`src/rtl/cmp_tree.sv`:
```
`timescale 1ns/1ps
// Pipelined signed min/max reduction tree with a single global advance enable.
// Define CMP_TREE_IDX_EN to add the idx_o port and per-stage winner-index registers.
module cmp_tree #(
   parameter int WORD_LEN = 16,
   parameter int N_IN     = 8,
   localparam int LEVELS  = (N_IN > 1) ? $clog2(N_IN) : 1,
   localparam int IDX_W   = (N_IN > 1) ? $clog2(N_IN) : 1
) (
   input  logic                       clk_i,
   input  logic                       rst_i,
   input  logic                       cmp_type_i,
   input  logic [N_IN*WORD_LEN-1:0]   x_i,
   input  logic                       s_valid_i,
   output logic                       s_ready_o,
   output logic signed [WORD_LEN-1:0] y_o,
`ifdef CMP_TREE_IDX_EN
   output logic [IDX_W-1:0]           idx_o,
`endif
   output logic                       m_valid_o,
   input  logic                       m_ready_i
);

   // Number of live entries after l pairing levels.
   function automatic int lvl_cnt(input int l);
      return (N_IN + (1 << l) - 1) >> l;
   endfunction

   logic signed [WORD_LEN-1:0] dat_q [LEVELS][N_IN];
   logic signed [WORD_LEN-1:0] dat_d [LEVELS][N_IN];
   logic                       mode_q [LEVELS];
   logic                       mode_d [LEVELS];
   logic [LEVELS-1:0]          vld_q;
   logic [LEVELS-1:0]          vld_d;
`ifdef CMP_TREE_IDX_EN
   logic [IDX_W-1:0]           idx_q [LEVELS][N_IN];
   logic [IDX_W-1:0]           idx_d [LEVELS][N_IN];
   logic [IDX_W-1:0]           ia;
   logic [IDX_W-1:0]           ib;
`endif
   logic signed [WORD_LEN-1:0] a;
   logic signed [WORD_LEN-1:0] b;
   logic                       m;
   logic                       take_b;
   logic                       adv;

   assign adv       = ~m_valid_o | m_ready_i;
   assign s_ready_o = adv;

   // Next state is forced to zero under reset so one register process covers both cases.
   always_comb begin
      a      = '0;
      b      = '0;
      m      = 1'b0;
      take_b = 1'b0;
      vld_d  = '0;
`ifdef CMP_TREE_IDX_EN
      ia = '0;
      ib = '0;
`endif
      for (int l = 0; l < LEVELS; l++) begin
         mode_d[l] = 1'b0;
         for (int j = 0; j < N_IN; j++) begin
            dat_d[l][j] = '0;
`ifdef CMP_TREE_IDX_EN
            idx_d[l][j] = '0;
`endif
         end
      end
      if (!rst_i) begin
         for (int l = 0; l < LEVELS; l++) begin
            if (l == 0) begin
               m        = cmp_type_i;
               vld_d[0] = s_valid_i;
            end else begin
               m        = mode_q[l-1];
               vld_d[l] = vld_q[l-1];
            end
            mode_d[l] = m;
            for (int j = 0; j < N_IN; j++) begin
               if (j < lvl_cnt(l + 1)) begin
                  take_b = 1'b0;
                  if (l == 0) a = x_i[2*j*WORD_LEN +: WORD_LEN];
                  else        a = dat_q[l-1][2*j];
`ifdef CMP_TREE_IDX_EN
                  if (l == 0) ia = IDX_W'(2*j);
                  else        ia = idx_q[l-1][2*j];
`endif
                  // Odd last entry has no partner and passes through unchanged.
                  if (2*j + 1 < lvl_cnt(l)) begin
                     if (l == 0) b = x_i[(2*j+1)*WORD_LEN +: WORD_LEN];
                     else        b = dat_q[l-1][2*j+1];
`ifdef CMP_TREE_IDX_EN
                     if (l == 0) ib = IDX_W'(2*j + 1);
                     else        ib = idx_q[l-1][2*j+1];
`endif
                     // Strict compare keeps the left entry on ties.
                     take_b = m ? (b > a) : (b < a);
                  end
                  dat_d[l][j] = take_b ? b : a;
`ifdef CMP_TREE_IDX_EN
                  idx_d[l][j] = take_b ? ib : ia;
`endif
               end
            end
         end
      end
   end

   always_ff @(posedge clk_i) begin
      if (rst_i || adv) begin
         dat_q  <= dat_d;
         mode_q <= mode_d;
         vld_q  <= vld_d;
`ifdef CMP_TREE_IDX_EN
         idx_q  <= idx_d;
`endif
      end
   end

   assign y_o       = dat_q[LEVELS-1][0];
   assign m_valid_o = vld_q[LEVELS-1];
`ifdef CMP_TREE_IDX_EN
   assign idx_o     = idx_q[LEVELS-1][0];
`endif

endmodule

```
`config.mk`:
```
export PLATFORM = sky130hd
export DESIGN_NAME = cmp_tree
export DESIGN_NICKNAME = d
export VERILOG_FILES = /design/src/rtl/cmp_tree.sv
export SDC_FILE = /design/constraint.sdc
export NUM_CORES = 1
export LEC_CHECK = 0
export ABC_AREA = 1
export CAP_MARGIN = 10
export CORE_ASPECT_RATIO = 0.75
export CORE_UTILIZATION = 55
export DETAILED_ROUTE_END_ITERATION = 12
export GPL_TIMING_DRIVEN = 1
export HOLD_SLACK_MARGIN = 0.02
export PLACE_DENSITY = 0.82
export SETUP_SLACK_MARGIN = 0.4
export SLEW_MARGIN = 20
export SYNTH_ARGS = -nofsm -noshare
export SYNTH_HDL_FRONTEND = slang
export SYNTH_SLANG_ARGS = --single-unit
```
`constraint.sdc`:
```
create_clock -name clk_i -period 13.5 [get_ports clk_i]
set_clock_uncertainty 0.1 [all_clocks]
set_input_delay 2.7 -clock clk_i [delete_from_list [all_inputs] [get_ports clk_i]]
set_output_delay 2.7 -clock clk_i [all_outputs]
set_load 0.01 [all_outputs]
```
After elaboration in Yosys (flattened, before gate mapping)
Index checks and enable logic that the tools add are counted.

storage, ports and cells
  output and inout bits = 18
  logic and storage cells = 65
  input port bits = 133
  flip-flop bits (word level) = 117

operators by class
  reduce and logical (&&, ||, !) cells = 1
  multiplexer cells = 38
  bitwise logic cells = 2
  magnitude comparators = 14

operator list
  operator                     count
  2-to-1 mux 16 bit            21
  > comparator 16 bit          7
  less-than comparator 16 bit  7
  2-to-1 mux 1 bit             17
  logical OR 1 bit             1
  inverter 1 bit               1
  OR 1 bit                     1

Depth between registers and ports, before layout
  depth in word-level cells = 5
  gate-level depth with buffers = 17
  depth with buffers taken out = 16

Worst setup path after synthesis
Ideal clock, no wire load.

  path type = input -> register
  from = in rst_i
  to = reg dat_q[224] in the netlist's numbering, enable pin
  data arrival time = 5.713 ns
  path buffers = 1
  slack = 6.353 ns
  cell stages on the path = 3
  cells stage by stage = clkinv_1 > clkbuf_1 > nand3_1

between the ends
  longest elaborated chain between the ends = 1

RTL lines
  item                  line  source
  from (decl)           11    input logic rst_i,
  logical OR 1 bit      111   if (rst_i || adv) begin
  to (signal assigned)  112   dat_q <= dat_d;
  to (decl)             29    logic signed [WORD_LEN-1:0] dat_q [LEVELS][N_IN];

Every way passes these cells.
A chain may end at the register's enable or synchronous reset.

Final worst setup path
  from = in m_ready_i
  to = out s_ready_o

between the ends
  longest elaborated chain between the ends = 1

RTL lines
  item         line  source
  from (decl)  21    input logic m_ready_i
  OR 1 bit     47    assign adv = ~m_valid_o | m_ready_i;
  to (decl)    15    output logic s_ready_o,

Every way passes these cells.

==> results.tsv <==
stage	metric	value	unit
worst_setup_path	r2r_start	dat_q[357]	
worst_setup_path	critPathLaunchType	primary input	
power_and_ir_drop	combPwrFrac	37.2	%
sta	setup_viol	0	
synth	synth.area.mux_share	0	%
sta	finalSetupTns	0	ns
sta	fin_crit_sh	49.0	%
final_layout	multi_input_area	0.00483	mm^2
worst_setup_path	cp-end-kind	primary output	
worst_setup_path	r2r_slack	10.69	ns
sta	rsz0062_at_grt	false	
clock_network	cts_resized	0	
clock_network	cts.htree.levels	4	
synth	synth_area_leaders	edfxtp_1 (37%), ha_1 (15%), nand2_1 (11%)	
worst_setup_path	cp_max_fo	2	
grt	grt_first_pass_wirelength	35000	um
worst_setup_path	crit_slowest_cell	clkdlybuf4s50_1	
synth	synth-xor-area-share	0	%
placed_design	gp_congestion	0.885	
grt	grt_max_degree	113	
die	dieArea	0.0177	mm^2
power_and_ir_drop	pwr-share-clk	28.7	%
clock_network	ctsHoldBuffers	0	
sta	relSlewSlack	38.4	%
placed_design	dp_slack	6.88	ns
clock_network	path_clk_slew	0.06	ns
sta	finalHoldViolCount	0	
synth	synth-simple-area-share	27.9	%
final_layout	utilization	68.2	%
clock_network	cts_sinks	117	
sta	period_needed	6.61	ns
detailed_routing	drt-initial-drc-count	645	
synth	synth_flop_cell	edfxtp_1	
sta	timing.final.ws_setup	6.89	ns
grt	antenna_found_initial	0	
clock_network	tritoncts	built	
final_layout	fillers	1316	
detailed_routing	num_vias	8384	
synth	yosys_warnings	0	
sta	worst_pin_slew	0.925	ns
final_layout	area_growth	21.3	%
worst_setup_path	crit_type	in2out	
final_layout	mostFrequentLayoutCell	nand2_1	
synth	synth_cells	1247	
detailed_routing	wl_per_cell	13.5	um
final_layout	drive_gt1_share	5.35	%
detailed_routing	drc	0	
synth	syn_area_per_cell	7.56	um^2
outcome	run_status	finished clean	
grt	grt-busiest-layer	met2	
synth	synth_nets	1492	
synth	synthArstFlopShare	0	%
synth	synth_edf_count	117	
die	die_w	153	um
worst_setup_path	worstReg2RegEnd	dat_q[241]	
die	rows	41	
power_and_ir_drop	p_per_area	134	mW/mm^2
worst_setup_path	cp_data_arrival_time	3.81	ns
sta	drv_slew	0	
power_and_ir_drop	p_switching	0.540	mW
worst_setup_path	startpoint	m_ready_i	
detailed_routing	vias_per_cell	5.31	
detailed_routing	firstDrtPassIters	7	
worst_setup_path	reg2reg_depth	11	
placed_design	dp.cells	1547	
grt	grtUsageMet2	40.2	%
synth	synth_cell_type_count	28	
detailed_routing	routed_wl	21300	um
final_layout	fin_nets	1596	
power_and_ir_drop	power	1.53	mW
grt	grt_overflow	0	
worst_setup_path	crit_chain	clkdlybuf4s50_1, inv_1, nand2_1, clkdlybuf4s50_1	
sta	timing.fmax	0.151	GHz
grt	first_global_vias	7562	
final_layout	final_cell_mix	nand2_1 (270), inv_1 (188), nor2_1 (165), clkdlybuf4s50_1 (150), nand3_1 (136)	
clock_network	numCtsBuffers	17	
run	cap_violations	0	
synth	yosys.area.top_type	edfxtp_1	
grt	met3_usage	4.37	%
worst_setup_path	critical_path_required	10.70	ns
synth	synth_top_family_by_area	simple AND/OR/NAND/NOR gates	
sta	whs	0.446	ns
grt	met1_usage	35.0	%
final_layout	num_antenna_cells	0	
worst_setup_path	cp-endpoint	s_ready_o	
synth	synthAdderAreaFrac	14.9	%
power_and_ir_drop	ir_drop	101	uV
power_and_ir_drop	p_leak	5.77	nW
die	core_area	0.0168	mm^2
worst_setup_path	max_stage_delay	0.53	ns
grt	gr-usage-all-layers	25.1	%
power_and_ir_drop	seqPwrFrac	34.1	%
die	boundaryPins	151	
clock_network	root_buffer	clkbuf_16	
clock_network	ctsLongestPathBuffers	2	
placed_design	placed_area	0.0109	mm^2
final_layout	instances_no_fill	1579	
synth	synth_top_area_share	37.3	%
final_layout	final_area	0.0114	mm^2
placed_design	port_buffers	150	
power_and_ir_drop	cellInternalPower	0.989	mW
die	die_h	115	um
die	start_util	56.2	%
synth	syn_area	0.00943	mm^2
clock_network	clk-insertion-delay-late	0.42	ns
synth	yosysSeqAreaShare	37.3	%
synth	synth-seq-cells	117	
placed_design	dp_hpwl	16000	um
power_and_ir_drop	swShare	35.3	%
clock_network	post_cts_buffers	0	
worst_hold_path	hold_class	reg2reg	
final_layout	seqCellArea	0.00351	mm^2
detailed_routing	postRouteAntennaNets	0	
worst_setup_path	cpMostUsedCell	clkdlybuf4s50_1	
synth	synth_compound_area_share	8.32	%
## Yosys cell counts, types with 7 or more instances
cell,instances
inv_1,188
buf_4,17
nor2_1,165
ha_1,112
nand3_1,137
clkbuf_1,12
nor2_2,14
nand3_2,14
buf_2,36
edfxtp_1,117
a21oi_1,130
a21o_1,7
nand2_1,270
## cell type report
type                            count  area share [%]
Clock buffer                       17            3.72
Clock inverter                     15            1.38
Inverter                          192            6.30
Multi-Input combinational cell    871            42.2
Sequential cell                   117            30.7
Tap cell                          215            2.35
Timing Repair Buffer              152            13.3
## worst min path at each step
| stage | depth (start not counted) | endpoint | slack [ns] | startpoint |
|---|---|---|---|---|
| floorplan | 2 | vld_q[1] | 0.40 | vld_q[0] |
| global placement | 2 | vld_q[1] | 0.41 | vld_q[0] |
| detailed placement | 2 | vld_q[1] | 0.42 | vld_q[0] |
| CTS | 2 | vld_q[1] | 0.44 | vld_q[0] |
| global route | 2 | vld_q[1] | 0.52 | vld_q[0] |
| finish | 2 | vld_q[1] | 0.45 | vld_q[0] |
## routing by layer
layer	routed length [um]	vias to the layer above	share of wire, %
met5	0	-	0
met4	279	0	1.3
met3	1580	27	7.4
met2	9460	303	44
met1	10000	3785	47
li1	-	4269	-
## critical path: cells and delay by family
kind,cells,cell delay (ns)
buffers and inverters,3,1.05
and+or+nand+nor,1,0.06
## registers in the layout (all words and copies together), names as in the netlist
signal / flops
y_o: 16
vld_q: 3
dat_q: 96
mode_q: 2
## cell families after synthesis
logic type      Yosys count
compound gates          148
buf+inv                 259
simple gates            611
flops                   117
fa+ha+maj               112
## power by group through the flow
stage	sequential (mW)	clock [mW]	combinational (mW)
CTS	0.521	0.442	0.564
detailed placement	0.528	0	0.556
floorplan	0.513	0	0.433
finish	0.521	0.439	0.569
global placement	0.524	0	0.533
global route	0.527	0.458	0.646
Note: power is estimated with default switching activity, not from simulation.
